$ cat src/rtl/fir_seq_pkg.sv
// fir_seq_pkg: shared state encoding, default sizes and modular pointer math for the FIR sequencer
package fir_seq_pkg;
  typedef enum logic [1:0] {IDLE, SEQ, DONE} seq_state_t;
  localparam int DEF_DEPTH = 1024;
  localparam int DEF_TAPS = 1021;
  // depth is a power of two, so masking gives the modulo even for negative differences
  function automatic int wrap_sub(int ptr, int off, int depth);
    return (ptr - off) & (depth - 1);
  endfunction
endpackage

$ cat src/rtl/fir_seq_ctrl_if.sv
// fir_seq_ctrl_if: sample-queue / FIR sequencing bus
//   master (capture side): drives wrt_smpl, observes everything else
//   slave  (fir_seq_ctrl): we, waddr, raddr, sequencing, fir_done, full, ovr
interface fir_seq_ctrl_if #(parameter int AW = 10);
  logic wrt_smpl, we, sequencing, fir_done, full, ovr;
  logic [AW-1:0] waddr, raddr;
  modport master (output wrt_smpl, input we, waddr, raddr, sequencing, fir_done, full, ovr);
  modport slave (input wrt_smpl, output we, waddr, raddr, sequencing, fir_done, full, ovr);
endinterface

$ cat src/rtl/wrap_ptr.sv
// wrap_ptr: AW-bit wrapping pointer register with clear/load/increment
//   clk, rst_n: clock, async active-low reset
//   clr_i > load_i > incr_i priority; d_i load value; q_o current pointer
module wrap_ptr #(parameter int AW = 10) (
  input  logic          clk,
  input  logic          rst_n,
  input  logic          clr_i,
  input  logic          load_i,
  input  logic          incr_i,
  input  logic [AW-1:0] d_i,
  output logic [AW-1:0] q_o
);
  logic [AW-1:0] q_q, q_d;
  always_comb q_d = clr_i ? '0 : load_i ? d_i : incr_i ? q_q + 1'b1 : q_q;
  always_ff @(posedge clk or negedge rst_n)
    if (!rst_n) q_q <= '0;
    else q_q <= q_d;
  assign q_o = q_q;
endmodule

$ cat src/rtl/fir_seq_ctrl.sv
// fir_seq_ctrl: sample-queue write pointer, fill tracking and TAPS-cycle FIR replay sequencer
//   clk, rst_n: clock, async active-low reset
//   bus (slave): wrt_smpl in; we, waddr, raddr, sequencing, fir_done, full, ovr out
module fir_seq_ctrl
  import fir_seq_pkg::*;
#(
  parameter int DEPTH = DEF_DEPTH,
  parameter int TAPS  = DEF_TAPS,
  parameter int AW    = $clog2(DEPTH)
) (
  input logic           clk,
  input logic           rst_n,
  fir_seq_ctrl_if.slave bus
);
  localparam int FW = $clog2(TAPS + 1);
  localparam int CW = $clog2(TAPS);
  seq_state_t state_q, state_d;
  logic [FW-1:0] fill_q, fill_d;
  logic [CW-1:0] cnt_q, cnt_d;
  logic pend_q, pend_d, ovr_q, ovr_d, seq_q, done_q;
  logic trig, r_load, r_incr;
  logic [AW-1:0] waddr, raddr, base;
  assign trig = bus.wrt_smpl && (fill_q >= FW'(TAPS - 1));
  assign fill_d = (bus.wrt_smpl && fill_q != FW'(TAPS)) ? fill_q + 1'b1 : fill_q;
  // a fresh trigger's newest sample is this cycle's waddr; a pended one's is waddr-1
  assign base = AW'(wrap_sub(int'(waddr), trig ? TAPS - 1 : TAPS, DEPTH));
  wrap_ptr #(.AW(AW)) u_wptr (
    .clk(clk), .rst_n(rst_n), .clr_i(1'b0), .load_i(1'b0),
    .incr_i(bus.wrt_smpl), .d_i('0), .q_o(waddr)
  );
  wrap_ptr #(.AW(AW)) u_rptr (
    .clk(clk), .rst_n(rst_n), .clr_i(1'b0), .load_i(r_load),
    .incr_i(r_incr), .d_i(base), .q_o(raddr)
  );
  always_comb begin
    state_d = state_q;
    cnt_d = cnt_q;
    pend_d = pend_q;
    ovr_d = ovr_q;
    r_load = 1'b0;
    r_incr = 1'b0;
    case (state_q)
      IDLE: if (trig || pend_q) begin
        r_load = 1'b1;
        cnt_d = '0;
        pend_d = 1'b0;
        state_d = SEQ;
      end
      SEQ: begin
        // raddr parks on the newest sample once the window ends
        r_incr = cnt_q != CW'(TAPS - 1);
        cnt_d = cnt_q + 1'b1;
        state_d = cnt_q == CW'(TAPS - 1) ? DONE : SEQ;
      end
      DONE: state_d = IDLE;
      default: state_d = IDLE;
    endcase
    if (trig && state_q != IDLE) begin
      pend_d = 1'b1;
      ovr_d = ovr_q | pend_q;
    end
  end
  always_ff @(posedge clk or negedge rst_n)
    if (!rst_n) begin
      state_q <= IDLE;
      fill_q <= '0;
      cnt_q <= '0;
      pend_q <= 1'b0;
      ovr_q <= 1'b0;
      seq_q <= 1'b0;
      done_q <= 1'b0;
    end else begin
      state_q <= state_d;
      fill_q <= fill_d;
      cnt_q <= cnt_d;
      pend_q <= pend_d;
      ovr_q <= ovr_d;
      seq_q <= state_d == SEQ;
      done_q <= state_d == DONE;
    end
  assign bus.we = bus.wrt_smpl;
  assign bus.waddr = waddr;
  assign bus.raddr = raddr;
  assign bus.sequencing = seq_q;
  assign bus.fir_done = done_q;
  assign bus.full = fill_q == FW'(TAPS);
  assign bus.ovr = ovr_q;
endmodule

$ cat src/flat_wrapper.sv
// flat-port wrapper written by rule: the top's interface ports become plain ports
module fir_seq_ctrl_flat import fir_seq_pkg::*;
#(
  parameter int DEPTH = DEF_DEPTH,
  parameter int TAPS  = DEF_TAPS,
  parameter int AW    = $clog2(DEPTH)
)
  (clk, rst_n, bus_wrt_smpl, bus_we, bus_waddr, bus_raddr, bus_sequencing, bus_fir_done, bus_full, bus_ovr);
  fir_seq_ctrl_if #(.AW(AW)) bus_i ();
  input logic clk;
  input logic rst_n;
  input wire logic [$bits(bus_i.wrt_smpl)-1:0] bus_wrt_smpl;
  output wire logic [$bits(bus_i.we)-1:0] bus_we;
  output wire logic [$bits(bus_i.waddr)-1:0] bus_waddr;
  output wire logic [$bits(bus_i.raddr)-1:0] bus_raddr;
  output wire logic [$bits(bus_i.sequencing)-1:0] bus_sequencing;
  output wire logic [$bits(bus_i.fir_done)-1:0] bus_fir_done;
  output wire logic [$bits(bus_i.full)-1:0] bus_full;
  output wire logic [$bits(bus_i.ovr)-1:0] bus_ovr;
  assign bus_i.wrt_smpl = bus_wrt_smpl;
  assign bus_we = bus_i.we;
  assign bus_waddr = bus_i.waddr;
  assign bus_raddr = bus_i.raddr;
  assign bus_sequencing = bus_i.sequencing;
  assign bus_fir_done = bus_i.fir_done;
  assign bus_full = bus_i.full;
  assign bus_ovr = bus_i.ovr;
  fir_seq_ctrl #(.DEPTH(DEPTH), .TAPS(TAPS), .AW(AW)) u_core (.clk(clk), .rst_n(rst_n), .bus(bus_i));
endmodule
$ cat config.mk
export PLATFORM = sky130hd
export DESIGN_NAME = fir_seq_ctrl_flat
export DESIGN_NICKNAME = d
export VERILOG_FILES = /design/src/rtl/fir_seq_pkg.sv /design/src/rtl/fir_seq_ctrl_if.sv /design/src/rtl/wrap_ptr.sv /design/src/rtl/fir_seq_ctrl.sv /design/src/flat_wrapper.sv
export SDC_FILE = /design/constraint.sdc
export NUM_CORES = 1
export LEC_CHECK = 0
export ABC_CLOCK_PERIOD_IN_PS = 2400
export CORE_MARGIN = 2
export CORE_UTILIZATION = 56
export CTS_CLUSTER_DIAMETER = 80
export CTS_CLUSTER_SIZE = 12
export DETAILED_ROUTE_END_ITERATION = 10
export PLACE_DENSITY_LB_ADDON = 0.1
export RECOVER_POWER = 100
export SYNTH_ARGS = -nofsm -noshare
export SYNTH_HDL_FRONTEND = slang
export SYNTH_SLANG_ARGS = --single-unit
$ cat constraint.sdc
create_clock -name clk -period 2.4 [get_ports clk]
set_input_delay 0.24 -clock clk [delete_from_list [all_inputs] [get_ports clk]]
set_output_delay 0.24 -clock clk [all_outputs]
set_load 0.1 [all_outputs]
## After elaboration in Yosys (flattened, before gate mapping)

Cells that the tools add are included.

| storage, ports and cells | value |
|---|---|
| input bits | 3 |
| register bits | 46 |
| output and inout port bits | 25 |

| cells by class | value |
|---|---|
| multiplexer cells | 14 |
| equal/unequal tests | 8 |
| order comparisons | 1 |
| add/sub/neg operators | 5 |
| bitwise gates (word level) | 1 |
| reductions and logical operators | 12 |

Operator list:

| kind | number |
|---|---|
| adder 10 x 1 -> 10 bit, second input constant | 4 |
| two-way mux 10 bit | 3 |
| == test 10 bit, second input constant | 2 |
| inequality test 10 bit, second input constant | 2 |
| one-hot mux 10 bit (2 select lines) | 1 |
| greater-or-equal comparator 10 bit, second input constant | 1 |
| nonzero test 2 bit | 5 |
| subtractor 10 bit | 1 |
| two-way mux 1 bit | 7 |
| == test 2 x 1 -> 1 bit, second input constant | 2 |
| two-way mux 2 bit | 2 |
| one-hot mux 2 bit (2 select lines) | 1 |
| AND reduction 2 bit | 2 |
| logical AND 1 bit | 3 |
| == test 2 bit, second input constant | 1 |
| logical NOT 2 bit | 1 |
| inequality test 2 x 1 -> 1 bit, second input constant | 1 |
| logical OR 1 bit | 1 |
| OR 1 bit | 1 |

## Longest topological paths before layout

| depth | value |
|---|---|
| depth in word-level cells | 6 |
| mapped depth | 8 |

## By module

Synthesis repeated with hierarchy kept, for this count alone.

| second synthesis, totals | value |
|---|---|
| cells, all modules | 287 |
| area total of the unflattened synthesis | 2702.6 µm² |

By module, submodules not included:

| module | sequential area each (µm²) | cells each | area an instance (µm²) | times used |
|---|---|---|---|---|
| fir_seq_ctrl | 650.6 | 161 | 1529.0 | 1 |
| wrap_ptr | 250.2 | 63 | 586.8 | 2 |

## Worst setup path after synthesis

Ideal clock, no wire load.

| timing path | value |
|---|---|
| path type | register to register |
| start | register u_core.u_wptr.q_q[0] (netlist: u_core.u_wptr.q_o[0]) |
| end | register u_core.u_rptr.q_q[8] (netlist: u_core.u_rptr.q_o[8]) |
| path slack | 0.160 ns |
| path buffers | 0 |
| setup time | 0.132 ns |
| stages on the path, launching flop included | 7 |
| clock period less this slack | 2.240 ns |
| data arrival time | 2.108 ns |
| cells stage by stage | dfrtp_1 > inv_1 > ha_1 > ha_1 > o31a_1 > nor4_1 > a31oi_1 |

| between the ends | value |
|---|---|
| longest elaborated chain between the ends | 2 |

Ends and longest elaborated chain:

| item | line | RTL |
|---|---|---|
| start, declared | wrap_ptr.sv:13 | `logic [AW-1:0] q_q, q_d;` |
| start signal, assigned | wrap_ptr.sv:17 | `else q_q <= q_d;` |
| subtractor 10 bit | fir_seq_pkg.sv:8 | `return (ptr - off) & (depth - 1);` |
| two-way mux 10 bit | wrap_ptr.sv:14 | `always_comb q_d = clr_i ? '0 : load_i ? d_i : incr_i ? q_q + 1'b1 : q_q;` |
| end signal, assigned | wrap_ptr.sv:17 |  |
| end, declared | wrap_ptr.sv:13 |  |

No other way between the ends.
A chain may end at the register's enable or synchronous reset.

## Final worst setup path

| timing path | value |
|---|---|
| start | register u_core.fill_q[4] |
| end | output port bus_full |

| between the ends | value |
|---|---|
| longest elaborated chain between the ends | 1 |

Ends and longest elaborated chain:

| item | line | RTL |
|---|---|---|
| start, declared | fir_seq_ctrl.sv:18 | `logic [FW-1:0] fill_q, fill_d;` |
| start signal, assigned | fir_seq_ctrl.sv:74 | `fill_q <= fill_d;` |
| == test 10 bit | fir_seq_ctrl.sv:86 | `assign bus.full = fill_q == FW'(TAPS);` |
| end, declared | flat_wrapper.sv:18 | `output wire logic [$bits(bus_i.full)-1:0] bus_full;` |

No other way between the ends.

==> impl_metrics.py <==
metrics = {
    "outcome": {
        "outcome": "complete, no violations",
    },
    "pwr": {
        "pwr-share-clk": 0.204,
        "swShare": 0.4387,
        "total_power_mw": 2.338,
        "p_leak_nw": 1.195,
        "vdd_drop_max_mv": 1.293,
        "powerDensity_mw_per_mm2": 844.8,
        "seqPwrFrac": 0.448,
        "p_sw_mw": 1.026,
        "pwr-share-comb": 0.348,
        "p_int_mw": 1.312,
    },
    "finish": {
        "finalNonFillerCells": 328,
        "antenna_cells": 0,
        "final_cell_area_sq_mm": 0.002768,
        "nets": 288,
        "syn_to_final_growth_pct": 8.751,
        "drive_above_1_share": 0.07971,
        "fill_cells": 410,
    },
    "timing": {
        "tns_ps": 0,
        "final_hold_viol_count": 0,
        "rsz0062_at_grt": "no",
        "fin_crit_ps": 2108,
        "skew_ps": 5.902,
        "worst_slew_pin_slew_ps": 1187,
        "maxSlewHeadroom": 0.2121,
        "setup-violations-final": 0,
        "fmax_mhz": 474.4,
        "finalCritPeriodShare": 0.8784,
        "final_max_slew_viol_count": 0,
    },
    "yosys": {
        "syn_avg_cell_area_sq_um": 10.35,
        "yosys-top-cells-area": "dfrtp_1 (45%), ha_1 (4.9%), xnor2_1 (4.5%)",
        "yosys.cell_types.count": 53,
        "synth_ff_type": "dfrtp_1",
        "synth_mux_area_frac": 0.02016,
        "synth_top_family_by_area": "simple AND/OR/NAND/NOR gates",
        "syn_area_sq_mm": 0.002545,
        "synth-xor-area-share": 0.08260,
        "syn-instance-count": 246,
        "synth_compound_area_frac": 0.1588,
        "yosysSeqAreaShare": 0.4523,
        "synth_top_area_frac": 0.4523,
        "syn_nets": 259,
        "synth_top_area_cell": "dfrtp_1",
        "ys_seq_elements": 46,
        "yosys_warnings": 0,
        "synth_edf_count": 0,
        "synth-async-reset-ratio": 1.000,
        "yosys.area_share.simple": 0.1952,
        "yosys.area_share.adder": 0.04916,
    },
    "worst_setup_path": {
        "critPathMaxStageDelay_ps": 420,
        "cp-start-kind": "flip-flop",
        "crit_path_cell_trace": "and4_1, clkbuf_1, nand4_1, inv_1, clkbuf_4",
        "worst-setup-path-type": "flip-flop to output pin",
        "critPathMaxFanout": 6,
        "slowest_stage": "dfrtp_1",
        "cp.arrival_ps": 1870,
        "required_ps": 2160,
        "startpoint": "u_core.fill_q[4]$_DFFE_PN0P_",
        "cp-end-kind": "output pin",
        "timing.rr.start": "u_core.fill_q[8]$_DFFE_PN0P_",
        "rrSetupSlack_ps": 380,
    },
    "global_route": {
        "grt_max_degree": 31,
        "grt_pass1_wl_mm": 8.818,
        "globalRoute.totalOverflow": 0,
        "grt_pass1_vias": 1917,
        "grt_usage": 0.2161,
        "antenna_found_initial": 0,
    },
    "floorplan": {
        "fp.dieH_um": 71.42,
        "die_w_um": 71.42,
        "ioPinCount": 28,
        "coreArea_sq_mm": 0.004354,
        "num_rows": 24,
        "initial_core_util": 0.5845,
        "die_area_sq_mm": 0.005100,
    },
    "cts": {
        "numCtsBuffers": 5,
        "clk_latency_ps": 290,
        "clock_path_buffers": 2,
        "cts_max_level": 2,
        "cts-root-buf": "clkbuf_8",
        "clk_pin_slew_worst_paths_ps": 80,
        "postCtsSetupBuffers": 0,
        "cts.sinks": 46,
        "cts_tree": "yes",
    },
    "detailed_routing": {
        "dr.pass1.iters": 4,
        "wl_per_cell_um": 15.27,
        "antenna_left": 0,
        "wl_mm": 5.009,
        "vias": 1973,
        "viasPerCell": 6.015,
        "drc_errors": 0,
        "drtIter0Drc": 96,
    },
    "place": {
        "io_buffer_count": 27,
        "hpwl_mm": 3.672,
        "post_dp_cell_area_sq_mm": 0.002814,
        "place_inst": 319,
        "gp_congestion": 0.7822,
    },
    "min_path": {
        "hp-class": "flip-flop to flip-flop",
        "holdCritStartpoint": "u_core.fill_q[9]$_DFFE_PN0P_",
    },
    "flow_run": {
        "maxCapViolCount": 0,
    },
}
## metrics by stage
| stage | setup slack (ps) | hold slack (ps) | utilization |
|---|---|---|---|
| after floorplan | 160.1 | -55.59 | - |
| after detailed placement | 99.25 | 180.8 | 0.6463 |
| after global routing | 135.1 | 490.5 | 0.6356 |
| final | 292.0 | 470.9 | 0.6356 |
| after CTS | 322.9 | 391.6 | 0.6695 |
| after global placement | 169.1 | 177.2 | 0.6463 |
## power by group through the flow
stage / Combinational, mW / Sequential (mW) / Clock (mW)
6_report: 0.814 / 1.05 / 0.477
5_1_grt: 0.892 / 1.07 / 0.521
4_1_cts: 0.882 / 1.05 / 0.493
3_5_place_dp: 0.878 / 1.06 / 0
3_3_place_gp: 0.865 / 1.06 / 0
2_1_floorplan: 0.365 / 1.37 / 0
## worst max-delay path: cells and delay by family (launching register included)
kind	cells	cell delay (ps)
simple gates	2	460
flops	1	420
buf+inv	3	700
## final timing paths
| check | end | depth (start not counted) |
|---|---|---|
| max | bus_full | 5 |
| min | u_core.fill_q[9]$_DFFE_PN0P_ | 1 |
| max reg2reg | u_core.u_rptr.q_o[8]$_DFFE_PN0P_ | 7 |
| min reg2reg | u_core.fill_q[9]$_DFFE_PN0P_ | 1 |
| max in group asynchronous | u_core.u_rptr.q_o[6]$_DFFE_PN0P_ | 3 |
| min in group asynchronous | u_core.u_rptr.q_o[7]$_DFFE_PN0P_ | 2 |
## synth_stat cells (2+ instances only)
library cell   n
and3_1         3
mux2i_1        4
buf_2          4
nand2b_1       4
buf_4          2
ha_1          10
and4_1         2
and2_1         2
nor2_1        14
o21ai_0        6
inv_1         12
nor3_1         6
nand4_1       10
o211ai_1       2
clkbuf_1       4
a22oi_1        3
o31ai_1        6
nand3_1        9
a311oi_2       2
o31a_1         3
o32a_2         3
a21oi_1        2
xnor2_1       13
xor2_1        11
or4_1          3
o21ai_1        5
nand2_1       18
nor4_1         7
a31oi_1        6
dfrtp_1       46
or2_2          2
## metal layers
metal,vias to the layer above,global-route usage,share of wire
li1,961,-,-
met1,960,0.3133,0.49
met2,43,0.3313,0.45
met3,9,0.03376,0.044
met4,0,0.07757,0.016
met5,-,0,0
## cell type report
| type | count | area, sq um | share of cell area |
|---|---|---|---|
| repair buffers | 33 | 146.4 | 0.05289 |
| inverters | 12 | 45.04 | 0.01627 |
| clock inverters | 1 | 5.005 | 0.001808 |
| clock buffers | 7 | 86.33 | 0.03119 |
| well taps | 52 | 65.06 | 0.02351 |
| flip-flops and latches | 46 | 1151 | 0.4159 |
| multi-input cells | 177 | 1269 | 0.4584 |
## sequential cells by signal, indices dropped and copies added, names as in the netlist
register	flops
u_core.u_rptr.q_o	10
u_core.bus.ovr	1
u_core.bus.sequencing	1
u_core.fill_q	10
u_core.pend_q	1
u_core.state_q	2
u_core.bus.fir_done	1
u_core.cnt_q	10
u_core.u_wptr.q_o	10
## repair_timing
| action | 4_1_cts | 5_1_grt |
|---|---|---|
| endpoints found under the hold margin | 16 | 0 |
| hold buffers | 1 | 0 |
| gates resized for setup | 0 | 0 |
## cell families after synthesis
kind of cell | Yosys count
AO/OA/AOI/OAI | 50
XOR/XNOR | 24
adder cells (fa/ha/maj) | 10
multiplexers | 5
buffers and inverters | 23
flip-flops | 46
AND/OR/NAND/NOR | 88
## cells in the final DEF (no fill, tap or decap), types with 7 or more instances in the layout
| cell type | netlist | final |
|---|---|---|
| dfrtp_1 | 46 | 46 |
| clkbuf_1 | 4 | 28 |
| nand2_1 | 18 | 18 |
| nor2_1 | 14 | 14 |
| xnor2_1 | 13 | 13 |
| inv_1 | 12 | 12 |
| xor2_1 | 11 | 11 |
| nand4_1 | 10 | 10 |
| ha_1 | 10 | 10 |
| nand3_1 | 9 | 9 |
| nor4_1 | 7 | 7 |
| o21ai_0 | 6 | 7 |
Power figures use the tool's default switching activity.
